`src/rtl/m_2x2_pkg.sv`:
```
// Shared types and constants for the 2x2 result-unpack path.
// Optional feature macro used by the top: M2X2_RELU_EN (clamps negative elements to zero).
package m_2x2_pkg;

   // Default element width and elements per packed 2x2 result word
   localparam int DEF_ELEM_W = 8;
   localparam int N_ELEM     = 4;

   // Unpack FSM states
   typedef enum logic {
      IDLE   = 1'b0,
      STREAM = 1'b1
   } state_t;

   // Element index within a word: bit1 = row, bit0 = col
   typedef logic [1:0] elem_idx_t;

   // Packed word at the default element width, [0][0] in the MSBs
   typedef logic [N_ELEM*DEF_ELEM_W-1:0] word_t;

endpackage

```
`src/rtl/m_2x2_word_fifo.sv`:
```
// Small synchronous FIFO holding packed result words ahead of the active word.
// Head entry is visible combinationally on pop_data so the consumer can load it
// on the same edge it pops. Full/empty derive only from pointer flops.
module m_2x2_word_fifo
   import m_2x2_pkg::*;
#(
   parameter int W     = N_ELEM*DEF_ELEM_W,
   parameter int DEPTH = 2
)(
   input  logic         clk,
   input  logic         rst_n,
   input  logic         push,
   input  logic [W-1:0] push_data,
   input  logic         pop,
   output logic [W-1:0] pop_data,
   output logic         full,
   output logic         empty
);

   localparam int AW = $clog2(DEPTH);

   logic [W-1:0] mem_q [DEPTH];
   logic [AW:0]  wr_ptr_q, wr_ptr_d;
   logic [AW:0]  rd_ptr_q, rd_ptr_d;
   logic         push_ok;
   logic         pop_ok;

   // Guard against overflow/underflow even if a caller misbehaves
   assign push_ok = push && !full;
   assign pop_ok  = pop && !empty;

   // Pointer advance; the extra MSB distinguishes full from empty
   always_comb begin
      wr_ptr_d = wr_ptr_q;
      rd_ptr_d = rd_ptr_q;
      if (push_ok) begin
         wr_ptr_d = wr_ptr_q + (AW+1)'(1);
      end
      if (pop_ok) begin
         rd_ptr_d = rd_ptr_q + (AW+1)'(1);
      end
   end

   // Pointer registers
   always_ff @(posedge clk or negedge rst_n) begin
      if (!rst_n) begin
         wr_ptr_q <= '0;
         rd_ptr_q <= '0;
      end else begin
         wr_ptr_q <= wr_ptr_d;
         rd_ptr_q <= rd_ptr_d;
      end
   end

   // Storage write; contents need no reset since pointers gate visibility
   always_ff @(posedge clk) begin
      if (push_ok) begin
         mem_q[wr_ptr_q[AW-1:0]] <= push_data;
      end
   end

   assign pop_data = mem_q[rd_ptr_q[AW-1:0]];
   assign empty    = (wr_ptr_q == rd_ptr_q);
   assign full     = (wr_ptr_q[AW] != rd_ptr_q[AW]) &&
                     (wr_ptr_q[AW-1:0] == rd_ptr_q[AW-1:0]);

endmodule

```
`src/rtl/m_2x2_res_unpack.sv`:
```
// Unpacks 2x2 result words into a one-element-per-cycle tagged stream.
// Words queue in m_2x2_word_fifo; one active word is shifted out MSB-first.
// Optional feature: define M2X2_RELU_EN to clamp negative elements to zero at
// the output mux (no added latency).
module m_2x2_res_unpack
   import m_2x2_pkg::*;
#(
   parameter int ELEM_W     = DEF_ELEM_W,
   parameter int FIFO_DEPTH = 2,
   parameter int CNT_W      = 16
)(
   input  logic                     clk,
   input  logic                     rst_n,
   input  logic                     in_valid,
   output logic                     in_ready,
   input  logic [N_ELEM*ELEM_W-1:0] in_data,
   output logic                     out_valid,
   input  logic                     out_ready,
   output logic [ELEM_W-1:0]        out_data,
   output logic                     out_row,
   output logic                     out_col,
   output logic                     out_last,
   output logic                     busy,
   output logic [CNT_W-1:0]         word_cnt
);

   localparam int WORD_W = N_ELEM*ELEM_W;

   logic              fifo_full;
   logic              fifo_empty;
   logic              fifo_pop;
   logic              push_fire;
   logic [WORD_W-1:0] fifo_head;
   logic [ELEM_W-1:0] raw_elem;

   state_t            state_q, state_d;
   logic [WORD_W-1:0] active_q, active_d;
   elem_idx_t         e_q, e_d;
   logic [CNT_W-1:0]  word_cnt_q, word_cnt_d;

   // in_ready depends only on FIFO pointer flops, never on out_ready
   assign in_ready  = !fifo_full;
   assign push_fire = in_valid && in_ready;

   m_2x2_word_fifo #(
      .W     (WORD_W),
      .DEPTH (FIFO_DEPTH)
   ) u_fifo (
      .clk       (clk),
      .rst_n     (rst_n),
      .push      (push_fire),
      .push_data (in_data),
      .pop       (fifo_pop),
      .pop_data  (fifo_head),
      .full      (fifo_full),
      .empty     (fifo_empty)
   );

   // Next-state: load head word from IDLE, shift per element, chain words without a bubble
   always_comb begin
      state_d    = state_q;
      active_d   = active_q;
      e_d        = e_q;
      word_cnt_d = word_cnt_q;
      fifo_pop   = 1'b0;
      case (state_q)
         IDLE: begin
            if (!fifo_empty) begin
               fifo_pop = 1'b1;
               active_d = fifo_head;
               e_d      = '0;
               state_d  = STREAM;
            end
         end
         STREAM: begin
            if (out_ready) begin
               if (e_q != 2'd3) begin
                  active_d = active_q << ELEM_W;
                  e_d      = e_q + 2'd1;
               end else begin
                  word_cnt_d = word_cnt_q + CNT_W'(1);
                  if (!fifo_empty) begin
                     fifo_pop = 1'b1;
                     active_d = fifo_head;
                     e_d      = '0;
                  end else begin
                     // Clear so idle outputs read zero
                     active_d = '0;
                     e_d      = '0;
                     state_d  = IDLE;
                  end
               end
            end
         end
         default: begin
            state_d = IDLE;
         end
      endcase
   end

   // FSM, active shift register, element index and drained-word counter
   always_ff @(posedge clk or negedge rst_n) begin
      if (!rst_n) begin
         state_q    <= IDLE;
         active_q   <= '0;
         e_q        <= '0;
         word_cnt_q <= '0;
      end else begin
         state_q    <= state_d;
         active_q   <= active_d;
         e_q        <= e_d;
         word_cnt_q <= word_cnt_d;
      end
   end

   // Current element is always the top slice of the shifted active word
   assign raw_elem = active_q[WORD_W-1 -: ELEM_W];

`ifdef M2X2_RELU_EN
   // Two's-complement negative elements clamp to zero
   assign out_data = raw_elem[ELEM_W-1] ? '0 : raw_elem;
`else
   assign out_data = raw_elem;
`endif

   assign out_valid = (state_q == STREAM);
   assign out_row   = e_q[1];
   assign out_col   = e_q[0];
   assign out_last  = (state_q == STREAM) && (e_q == 2'd3);
   assign busy      = !fifo_empty || (state_q == STREAM);
   assign word_cnt  = word_cnt_q;

endmodule

```
`config.mk`:
```
export PLATFORM = sky130hd
export DESIGN_NAME = m_2x2_res_unpack
export DESIGN_NICKNAME = d
export VERILOG_FILES = /design/src/rtl/m_2x2_pkg.sv /design/src/rtl/m_2x2_word_fifo.sv /design/src/rtl/m_2x2_res_unpack.sv
export SDC_FILE = /design/constraint.sdc
export NUM_CORES = 1
export LEC_CHECK = 0
export CORE_ASPECT_RATIO = 1.2
export CORE_MARGIN = 5
export CORE_UTILIZATION = 39
export DETAILED_ROUTE_END_ITERATION = 8
export HOLD_SLACK_MARGIN = 0.15
export PLACE_DENSITY = 0.67
export SYNTH_ARGS = -nofsm -noshare
export SYNTH_HDL_FRONTEND = slang
export SYNTH_SLANG_ARGS = --single-unit
```
`constraint.sdc`:
```
create_clock -name clk -period 3.3 [get_ports clk]
set_input_delay 0.66 -clock clk [delete_from_list [all_inputs] [get_ports clk]]
set_output_delay 0.66 -clock clk [all_outputs]
set_load 0.02 [all_outputs]
```
Yosys cells after proc, flatten, opt, wreduce, memory -nomap -nowiden

Memory sizes are Yosys's and may differ from the RTL's.
Cells that the tools add are included.

Add/sub/neg operators: 4
Multiply operators: 0
Div/mod/pow operators: 0
Magnitude comparators: 0
Eq/ne operators: 7
Shift-type cells: 0
Mux-type cells: 18
Bitwise gates (word level): 2
Reduce and logical (&&, ||, !) cells: 10

Operators by type and width:

| cell                                                             | number |
|---|---|
| 32-bit two-way mux                                               | 4 |
| 32-bit case mux with 2 select lines                              | 1 |
| 16-bit by 1-bit adder with 16-bit output (second input constant) | 1 |
| 1-bit two-way mux                                                | 7 |
| 2-bit by 1-bit adder with 2-bit output (second input constant)   | 3 |
| 2-bit two-way mux                                                | 3 |
| 2-bit inequality test (second input constant)                    | 3 |
| 1-bit logical AND                                                | 5 |
| 1-bit case mux with 2 select lines                               | 2 |
| 2-bit case mux with 2 select lines                               | 1 |
| 3-bit AND reduction                                              | 1 |
| 2-bit equality test                                              | 1 |
| 2-bit equality test (second input constant)                      | 1 |
| 1-bit zero test                                                  | 2 |
| 1-bit NOT                                                        | 2 |
| 2-bit AND reduction                                              | 1 |
| 1-bit equality test                                              | 1 |
| 1-bit logical OR                                                 | 1 |
| 1-bit inequality test                                            | 1 |

Register bits: 55
Bits in latches: 0
Memory bits (writable): 64
ROM bits: 0
Input bits: 36
Memories kept: 1

Memory list:

| memory       | words | width | read ports | clocked after memory_dff | wr ports | RTL line              | source |
|---|---|---|---|---|---|---|---|
| u_fifo.mem_q | 2     | 32    | 1          | 0                        | 1        | m_2x2_word_fifo.sv:22 | `logic [W-1:0] mem_q [DEPTH];` |

Depth between registers and ports, before layout

Gate-level depths: netlist of run 1.

Depth in word-level cells: 7
Depth in mapped cells: 7

Cells and area by module

A second synthesis of run 1 with hierarchy kept.

Cell total of the unflattened synthesis: 326
Area, all modules: 4870.9 sq um

By module, submodules not included:

| module           | instances | cells each | area each (sq um) | seq. area each (sq um) |
|---|---|---|---|---|
| m_2x2_word_fifo  | 1         | 127        | 2566.2            | 2021.9 |
| m_2x2_res_unpack | 1         | 199        | 2304.7            | 1276.2 |

Least setup slack after synthesis of run 1

Ideal clock, no wire load.

Path type: register to register
Start: register u_fifo.wr_ptr_q[1]
End: memory u_fifo.mem_q[0][0] in the netlist's numbering, enable pin
Library setup time: 0.421 ns
Data arrival time: 2.465 ns
Required time: 2.879 ns
Path slack: 0.414 ns
Cell stages (with the launch flop): 5
Cell sequence: dfrtp_1 xnor2_1 or2b_1 nand2_1 nor2_1

Word-level cells in the longest chain between the ends: 7

Ends and longest elaborated chain:

| item                                      | RTL line               | source |
|---|---|---|
| start, declared                           | m_2x2_word_fifo.sv:23  | `logic [AW:0] wr_ptr_q, wr_ptr_d;` |
| start signal, assigned                    | m_2x2_word_fifo.sv:50  | `wr_ptr_q <= wr_ptr_d;` |
| 1-bit inequality test *                   | m_2x2_word_fifo.sv:64  | `assign full = (wr_ptr_q[AW] != rd_ptr_q[AW]) &&` |
| 1-bit logical AND *                       | m_2x2_word_fifo.sv:64  |  |
| 1-bit zero test *                         | m_2x2_res_unpack.sv:42 | `assign in_ready = !fifo_full;` |
| via in_ready                              | m_2x2_res_unpack.sv:15 | `output logic in_ready,` |
| 1-bit logical AND                         | m_2x2_res_unpack.sv:43 | `assign push_fire = in_valid && in_ready;` |
| 1-bit logical AND *                       | m_2x2_word_fifo.sv:29  | `assign push_ok = push && !full;` |
| 1-bit two-way mux *                       | m_2x2_word_fifo.sv:57  | `if (push_ok) begin` |
| 1-bit two-way mux (implied by the code) * | m_2x2_word_fifo.sv:58  | `mem_q[wr_ptr_q[AW-1:0]] <= push_data;` |
| end, declared                             | m_2x2_word_fifo.sv:22  |  |

The timed path passes the listed nets; every way through them passes the cells marked *.

Worst setup path after layout of run 1

Start: register u_fifo.wr_ptr_q[1]
End: output port busy

Word-level cells in the longest chain between the ends: 3

Ends and longest elaborated chain:

| item                | RTL line                | source |
|---|---|---|
| 2-bit equality test | m_2x2_word_fifo.sv:63   | `assign empty = (wr_ptr_q == rd_ptr_q);` |
| 1-bit zero test     | m_2x2_res_unpack.sv:130 | `assign busy = !fifo_empty \|\| (state_q == STREAM);` |
| 1-bit logical OR    | m_2x2_res_unpack.sv:130 |  |
| end, declared       | m_2x2_res_unpack.sv:23  | `output logic busy,` |

No other way between the ends.

==> results of run 1 <==
-- final cells by class --
type                            count  share of cell area [%]
Sequential cell                   119                   53.81
Clock buffer                       24                   8.206
Inverter                            1                 0.06124
Tap cell                          161                   3.286
Multi-Input combinational cell    189                   21.74
Timing Repair Buffer               72                   11.39
Clock inverter                      8                   1.511
-- power by group through the flow --
stage | logic [mW] | clock network [mW] | registers (mW)
2_1_floorplan | 1.23 | 0 | 2.34
3_3_place_gp | 1.70 | 0 | 2.36
3_5_place_dp | 1.74 | 0 | 2.38
4_1_cts | 1.75 | 1.84 | 2.36
5_1_grt | 1.88 | 1.90 | 2.40
6_report | 1.71 | 1.80 | 2.35
-- Yosys cell counts --
master	n	share of area [%]
nand3b_1	1	0.16
nor2b_1	1	0.13
o21ai_0	15	1.6
a22o_2	1	0.21
and4_1	2	0.37
ha_1	2	0.52
inv_1	1	0.078
dfrtp_1	55	29
buf_6	1	0.24
buf_8	1	0.31
nand2_1	27	2.1
a21o_1	1	0.16
xor2_1	4	0.73
and2_1	3	0.39
nand4_1	4	0.52
a21boi_2	1	0.24
and2_4	1	0.18
a221o_2	7	1.6
mux2_2	17	4.0
a31oi_1	16	2.1
or2b_1	1	0.16
and3_1	1	0.13
and3_2	1	0.16
nor2_1	30	2.4
buf_4	10	1.6
o2bb2ai_1	8	1.5
xnor2_2	1	0.34
buf_2	5	0.52
mux2i_1	18	3.8
nor3_1	1	0.10
nand3_1	6	0.63
clkbuf_1	7	0.55
a31o_2	1	0.18
edfxtp_1	64	40
a221o_1	2	0.42
xnor2_1	16	2.9
-- flip-flops by register name, indices dropped and copies added, names as in the netlist --
register         count
word_cnt            16
active_q            32
u_fifo.wr_ptr_q      2
u_fifo.mem_q        64
u_fifo.rd_ptr_q      2
e_q                  2
out_valid            1
-- worst max path at each step --
stage / startpoint / end / slack [ps]
after floorplan: u_fifo.wr_ptr_q[1] / u_fifo.mem_q[0][0] / 410
after detailed placement: out_ready / word_cnt[15] / 690
after global placement: out_ready / word_cnt[15] / 770
after global routing: u_fifo.wr_ptr_q[1] / busy / 500
after CTS: u_fifo.wr_ptr_q[1] / busy / 540
final: u_fifo.wr_ptr_q[1] / busy / 560
-- routing by layer --
metal / vias up / track usage, % / part of all wire (%)
met5: - / 0 / 0
met4: 0 / 6.356 / 2.2
met1: 1391 / 14.34 / 40
li1: 1352 / - / -
met3: 17 / 3.588 / 4.5
met2: 65 / 22.54 / 53
-- cells by family after synthesis --
| logic type | after synthesis |
|---|---|
| adder cells (fa/ha/maj) | 2 |
| AND/OR/NAND/NOR | 79 |
| buffers and inverters | 25 |
| multiplexers | 35 |
| flip-flops | 119 |
| XOR/XNOR | 21 |
| AO/OA/AOI/OAI | 52 |
-- worst register-to-register path: stages (launching register included) --
cell and delay (ps):
dfrtp_1 400, xnor2_1 410, or2b_1 200, and3_2 740
==> flow_summary.toml, run 1 <==
[worst_setup_path]
crit_required_ps = 2640
critical-path-max-stage-delay_ps = 540
critical_path.max_fanout = 5
end_kind = "output port"
r2r-end = "u_fifo.mem_q[1][30]"
reg2reg_from = "u_fifo.wr_ptr_q[1]"
path_class = "reg2out"
rrSetupSlack_ps = 1160
r2r_cells = 3
start_kind = "flop"
critPathArrivalTime_ps = 2080
worst-path-buf-inv = 1
crit_slowest_cell = "clkdlybuf4s50_1"
path_cells = "xnor2_1 -> and2_4 -> nand2_1 -> clkdlybuf4s50_1"
crit_family = "buffers and inverters"
crit_cells = 4

[synthesis]
synthSimpleGateAreaFrac_pct = 7.410
synth_warnings = 0
synth_mux_area_share_pct = 7.777
avgSynthCellArea_sq_um = 14.35
yosys.area_share.adder_pct = 0.5237
synth_top_family_by_area = "compound AO/OA/AOI/OAI gates"
syn_inst = 333
yosysUniqueCellTypes = 36
synth_nets = 371
synth_compound_area_share_pct = 7.986
yosysSeqAreaShare_pct = 69.02
ys_ff_latch = 119
synth_xor_xnor_area_share_pct = 4.006
synth_area_sq_mm = 0.004778

[detailed_routing]
post_drt_via_cell_ratio = 4.922
post_drt_wl_per_cell_um = 15.54
first_pass_iters = 4
drcViolationCount = 0
drtIter0Drc = 157
drt-total-wl_um = 8920
ant_nets = 0
via_count = 2825

[cells_and_area]
antenna_cells = 0
nFillCells = 997
area_growth_pct = 28.28
multiInputGateArea_sq_mm = 0.001333
final-seq-area_sq_mm = 0.003298
layout_common_cells = "64 x clkdlybuf4s50_1, 64 x edfxtp_1, 55 x dfrtp_1"
fin_util_pct = 50.84
fin_nets = 438
final_cells = 574
fin_area_sq_mm = 0.006130
drive_above_1_share_pct = 16.71

[timing]
whs_ps = 384.4
max_freq_mhz = 365.1
finalHoldViolCount = 0
rsz0062_at_grt = "no"
slew_viol_final = 0
final.setup_skew_ps = 6.871
finalSetupViolCount = 0
setup_tns_ps = 0
fin_ws_ps = 561.1
slew_headroom_pct = 45.86
min_period_ps = 2739
fin_crit_sh_pct = 83.00
worst_pin_slew_ps = 812.2

[clocking]
clock_latency_ps = 400
cts_tree = "done"
postCtsHoldBufs = 0
cts_sinks = 119
clkTransAtPathRegs_ps = 50
cts_buffers = 17
cts-root-buf = "clkbuf_16"
htree_levels = 4
postCtsSetupBuffers = 0
cts_buffer_depth = 2
cts.repair.resized = 0

[power_and_ir_drop]
switching_power_mw = 1.771
peakVddDrop_mv = 0.4889
combPwrFrac_pct = 29.1
p_leak_nw = 2.389
pwr-share-clk_pct = 30.8
p_int_mw = 4.092
seqPwrFrac_pct = 40.1
finalPower_mw = 5.864
switching_share_pct = 30.21
power_density_mw_per_mm2 = 956.6

[place]
dp.cells = 542
numPortBuffers = 65
dpl-instance-area_sq_mm = 0.005534
pre_cts_ws_ps = 689.8
dpl.hpwl_um = 6213
place_congestion = 0.7547

[global_routing]
grt_use_total_pct = 12.86
antenna_found_initial = 0
grt_pass1_vias = 3005
grt_max_degree = 56
grt_pass1_wl_um = 14830
grt-ovfl-total = 0

[min_path]
min_path_type = "in2async"

[floorplanning]
die_w_um = 111.0
dieHeight_um = 131.3
initial_core_util_pct = 39.63
core_area_sq_mm = 0.01206
ioPinCount = 66
die_area_sq_mm = 0.01458
fp-row-count = 44

[run_status]
outcome = "finished clean"

[run]
drv_cap = 0
No activity file was read; power rests on OpenSTA's default activity.
==> inputs of run 2 (changes only) <==
==> constraint.sdc (replaced) <==
create_clock -name clk -period 2.75 [get_ports clk]
set_input_delay 0.55 -clock clk [delete_from_list [all_inputs] [get_ports clk]]
set_output_delay 0.55 -clock clk [all_outputs]
set_load 0.02 [all_outputs]
==> run 2 against run 1 <==
Effect of this change: die area unchanged; critical path depth unchanged; via count decreased by 0.46%; final cell count increased by 0.17%; cell area increased by 0.80%; global-route usage increased by 0.48 points; hold slack got worse by 120 ps; largest cell class unchanged; highest routed layer unchanged.
==> flow_summary.toml, run 2 (same netlist as run 1, synthesis figures left out) <==
[global_routing]
grt_pass1_vias = 3074
grt_max_degree = 41
grt_use_total_pct = 13.34
grt_pass1_wl_um = 15300
antenna_found_initial = 0
grt-ovfl-total = 0

[worst_setup_path]
crit_family = "buffers and inverters"
crit_required_ps = 2200
path_cells = "xnor2_1 -> and2_4 -> nand2_1 -> clkdlybuf4s50_1"
critPathArrivalTime_ps = 2050
crit_slowest_cell = "clkdlybuf4s50_1"
path_class = "reg2out"
r2r_cells = 4
start_kind = "flop"
worst-path-buf-inv = 1
critical-path-max-stage-delay_ps = 540
critical_path.max_fanout = 5
end_kind = "output port"
crit_cells = 4

[timing]
slew_viol_final = 0
finalSetupViolCount = 0
fin_crit_sh_pct = 94.39
finalHoldViolCount = 0
slew_headroom_pct = 41.03
final.setup_skew_ps = 7.593
min_period_ps = 2596
whs_ps = 260.7
worst_pin_slew_ps = 884.6
max_freq_mhz = 385.3
rsz0062_at_grt = "no"
setup_tns_ps = 0

[cells_and_area]
layout_common_cells = "64 x clkdlybuf4s50_1, 64 x edfxtp_1, 55 x dfrtp_1"
antenna_cells = 0
fin_area_sq_mm = 0.006178
drive_above_1_share_pct = 17.39
area_growth_pct = 29.30
final_cells = 575
fin_nets = 439
largest_reg_flops = 64

[detailed_routing]
via_count = 2812
drtIter0Drc = 119
drt-total-wl_um = 8991
post_drt_via_cell_ratio = 4.890
post_drt_wl_per_cell_um = 15.64
ant_nets = 0
first_pass_iters = 4
drcViolationCount = 0

[place]
numPortBuffers = 65
place_congestion = 0.8384
dpl.hpwl_um = 6160
dp.cells = 543
dpl-instance-area_sq_mm = 0.005554

[power_and_ir_drop]
p_leak_nw = 2.399
peakVddDrop_mv = 0.5768
power_density_mw_per_mm2 = 1159

[clocking]
cts_tree = "done"
clkTransAtPathRegs_ps = 50
clock_latency_ps = 400
cts_sinks = 119
cts_buffers = 17
htree_levels = 4
postCtsSetupBuffers = 0
postCtsHoldBufs = 0
cts.repair.resized = 0
cts_buffer_depth = 2
cts-root-buf = "clkbuf_16"

[floorplanning]
initial_core_util_pct = 39.63
fp-row-count = 44
die_area_sq_mm = 0.01458
ioPinCount = 66
core_area_sq_mm = 0.01206
dieHeight_um = 131.3
die_w_um = 111.0

[run_status]
outcome = "finished clean"

[run]
drv_cap = 0

[min_path]
min_path_type = "in2async"
==> run 2: stage by stage <==
step | total power [mW] | util, % | worst slack (ps)
floorplan | 4.287 | - | 385.8
global placement | 4.896 | 46.07 | 558.2
detailed placement | 4.961 | 46.07 | 542.0
CTS | 7.257 | 51.25 | 123.9
global route | 7.575 | 51.25 | 58.58
finish | 7.163 | 51.25 | 154.3
==> run 2: report_power, final <==
group	internal (mW)	switching [mW]
Sequential	2.53	0.290
Combinational	0.941	1.13
Clock	1.52	0.753
==> run 2: final timing paths <==
| kind | startpoint | slack (ps) | to |
|---|---|---|---|
| setup / recovery | u_fifo.wr_ptr_q[1] | 150 | busy |
| hold / removal | rst_n | 260 | active_q[28] |
| setup reg to reg | u_fifo.wr_ptr_q[1] | 720 | u_fifo.mem_q[1][16] |
| hold reg to reg | word_cnt[15] | 490 | word_cnt[15] |
| max in group asynchronous | rst_n | 1720 | active_q[9] |
| min in group clk | word_cnt[15] | 490 | word_cnt[15] |
==> run 2: final cells by class <==
type | instances | area, sq um
Inverter | 1 | 3.754
Sequential cell | 119 | 3298
Tap cell | 161 | 201.4
Multi-Input combinational cell | 189 | 1333
Clock inverter | 12 | 146.4
Clock buffer | 20 | 478.0
Timing Repair Buffer | 73 | 718.2
Fill cell | 985 | 5878
==> run 2: routing by layer <==
| metal | global-route usage, % | vias up | routed length (um) |
|---|---|---|---|
| met5 | 0 | - | 0 |
| met2 | 23.11 | 66 | 4680 |
| met1 | 14.83 | 1384 | 3745 |
| met4 | 5.206 | 0 | 131 |
| met3 | 5.106 | 11 | 433 |
| li1 | - | 1351 | - |
==> run 2: worst register-to-register path, stage by stage (launching register included) <==
cell	delay (ps)
dfrtp_1	400
xnor2_1	380
or2b_1	210
and3_2	520
buf_12	240
==> inputs of run 3 (changes only) <==
--- a/config.mk
+++ b/config.mk
@@ -10,6 +10,7 @@
 export CORE_UTILIZATION = 39
 export DETAILED_ROUTE_END_ITERATION = 8
 export HOLD_SLACK_MARGIN = 0.15
+export MAX_ROUTING_LAYER = met4
 export PLACE_DENSITY = 0.67
 export SYNTH_ARGS = -nofsm -noshare
 export SYNTH_HDL_FRONTEND = slang
==> run 3 against run 2 <==
Effect of this change: fmax is 0.16% higher; clock power hardly changed; critical endpoint unchanged; sequential share of layout area is the same; global-route usage rose by 0.38 points; first-iteration DRC count rose by 20%; critical path depth did not move; sequential power about the same; non-clock buffer count is the same; utilization did not move.
==> flow_summary.toml, run 3 (same netlist as run 1, synthesis figures left out) <==
[run_status]
outcome = "finished clean"

[timing]
min_period_ps = 2592
rsz0062_at_grt = "no"
slew_headroom_pct = 40.46
fin_crit_sh_pct = 94.24
worst_pin_slew_ps = 893.2
finalHoldViolCount = 0
final.setup_skew_ps = 6.696
finalSetupViolCount = 0
max_freq_mhz = 385.8
setup_tns_ps = 0
fin_ws_ps = 158.3
slew_viol_final = 0

[detailed_routing]
post_drt_via_cell_ratio = 4.927
ant_nets = 0
via_count = 2833
drt-total-wl_um = 9026
drcViolationCount = 0
drtIter0Drc = 143
first_pass_iters = 4
post_drt_wl_per_cell_um = 15.70

[cells_and_area]
fin_nets = 439
fin_util_pct = 51.25
drive_above_1_share_pct = 17.39
layout_common_cells = "64 x clkdlybuf4s50_1, 64 x edfxtp_1, 55 x dfrtp_1"
antenna_cells = 0
fin_area_sq_mm = 0.006178
largest_reg_flops = 64
nFillCells = 985
area_growth_pct = 29.30
final_cells = 575

[clocking]
cts_sinks = 119
cts_buffers = 17
cts_buffer_depth = 2
clock_latency_ps = 410
cts.repair.resized = 0
htree_levels = 4
cts-root-buf = "clkbuf_16"
postCtsHoldBufs = 0
cts_tree = "done"
postCtsSetupBuffers = 0
clkTransAtPathRegs_ps = 50

[global_routing]
grt-ovfl-total = 0
antenna_found_initial = 0
grt_use_total_pct = 13.72
grt_pass1_wl_um = 15310
grt_pass1_vias = 3067
grt_max_degree = 41

[floorplanning]
die_area_sq_mm = 0.01458
die_w_um = 111.0
dieHeight_um = 131.3
ioPinCount = 66
core_area_sq_mm = 0.01206
fp-row-count = 44
initial_core_util_pct = 39.63

[place]
dpl.hpwl_um = 6160
pre_cts_ws_ps = 542.0
dp.cells = 543
dpl-instance-area_sq_mm = 0.005554
numPortBuffers = 65
place_congestion = 0.8514

[worst_setup_path]
critical-path-max-stage-delay_ps = 540
start_kind = "flop"
crit_required_ps = 2200
crit_slowest_cell = "clkdlybuf4s50_1"
critPathArrivalTime_ps = 2040
critical_path.max_fanout = 5
path_cells = "xnor2_1 -> and2_4 -> nand2_1 -> clkdlybuf4s50_1"
path_class = "reg2out"
end_kind = "output port"

[power_and_ir_drop]
power_density_mw_per_mm2 = 1160
peakVddDrop_mv = 0.5805
p_leak_nw = 2.399

[run]
drv_cap = 0

[min_path]
min_path_type = "in2async"
==> run 3: stage by stage <==
step | hold slack [ps] | total power [mW]
global route | 338.0 | 7.574
floorplan | 254.4 | 4.287
detailed placement | 477.6 | 4.961
finish | 260.2 | 7.167
CTS | 296.1 | 7.257
global placement | 461.7 | 4.896
==> run 3: layer usage <==
layer  track usage (%)  wire length [um]  up-vias
met2             23.14              4714       68
met1             14.92              3735     1396
met3             4.692               430       16
li1                  -                 -     1353
met4             5.409               146        0
met5                 -                 0        -
==> run 3: path summary, 6_finish.rpt <==
| check | from | end | slack [ps] | depth (start not counted) |
|---|---|---|---|---|
| hold reg to reg | word_cnt[15] | word_cnt[15] | 490 | 1 |
| setup / recovery | u_fifo.wr_ptr_q[1] | busy | 160 | 4 |
| min in group clk | word_cnt[15] | word_cnt[15] | 490 | 1 |
| setup reg to reg | u_fifo.wr_ptr_q[1] | u_fifo.mem_q[1][20] | 720 | 4 |
| hold / removal | rst_n | active_q[28] | 260 | 1 |
| max in group asynchronous | rst_n | active_q[0] | 1710 | 2 |
==> run 3: area by class of cell <==
type / instances / area [sq um] / share of cell area (%)
clock buffer: 20 / 478.0 / 7.736
clock inverter: 12 / 146.4 / 2.369
inverter: 1 / 3.754 / 0.06075
multi-input combinational: 189 / 1333 / 21.57
sequential: 119 / 3298 / 53.38
tap: 161 / 201.4 / 3.260
timing repair buffer: 73 / 718.2 / 11.62
==> run 3: report_power, final <==
part / internal [mW] / leakage [nW] / switching [mW] / total [mW]
clock network: 1.52 / 0.301 / 0.755 / 2.27
registers: 2.53 / 1.29 / 0.291 / 2.82
logic: 0.941 / 0.804 / 1.13 / 2.07
==> run 3: worst max-delay path: cells and delay by family (launching register included) <==
family / cells / cell delay [ps]
buffers and inverters: 1 / 540
and+or+nand+nor: 2 / 320
xor gates and xnor gates: 1 / 380
DFF: 1 / 400
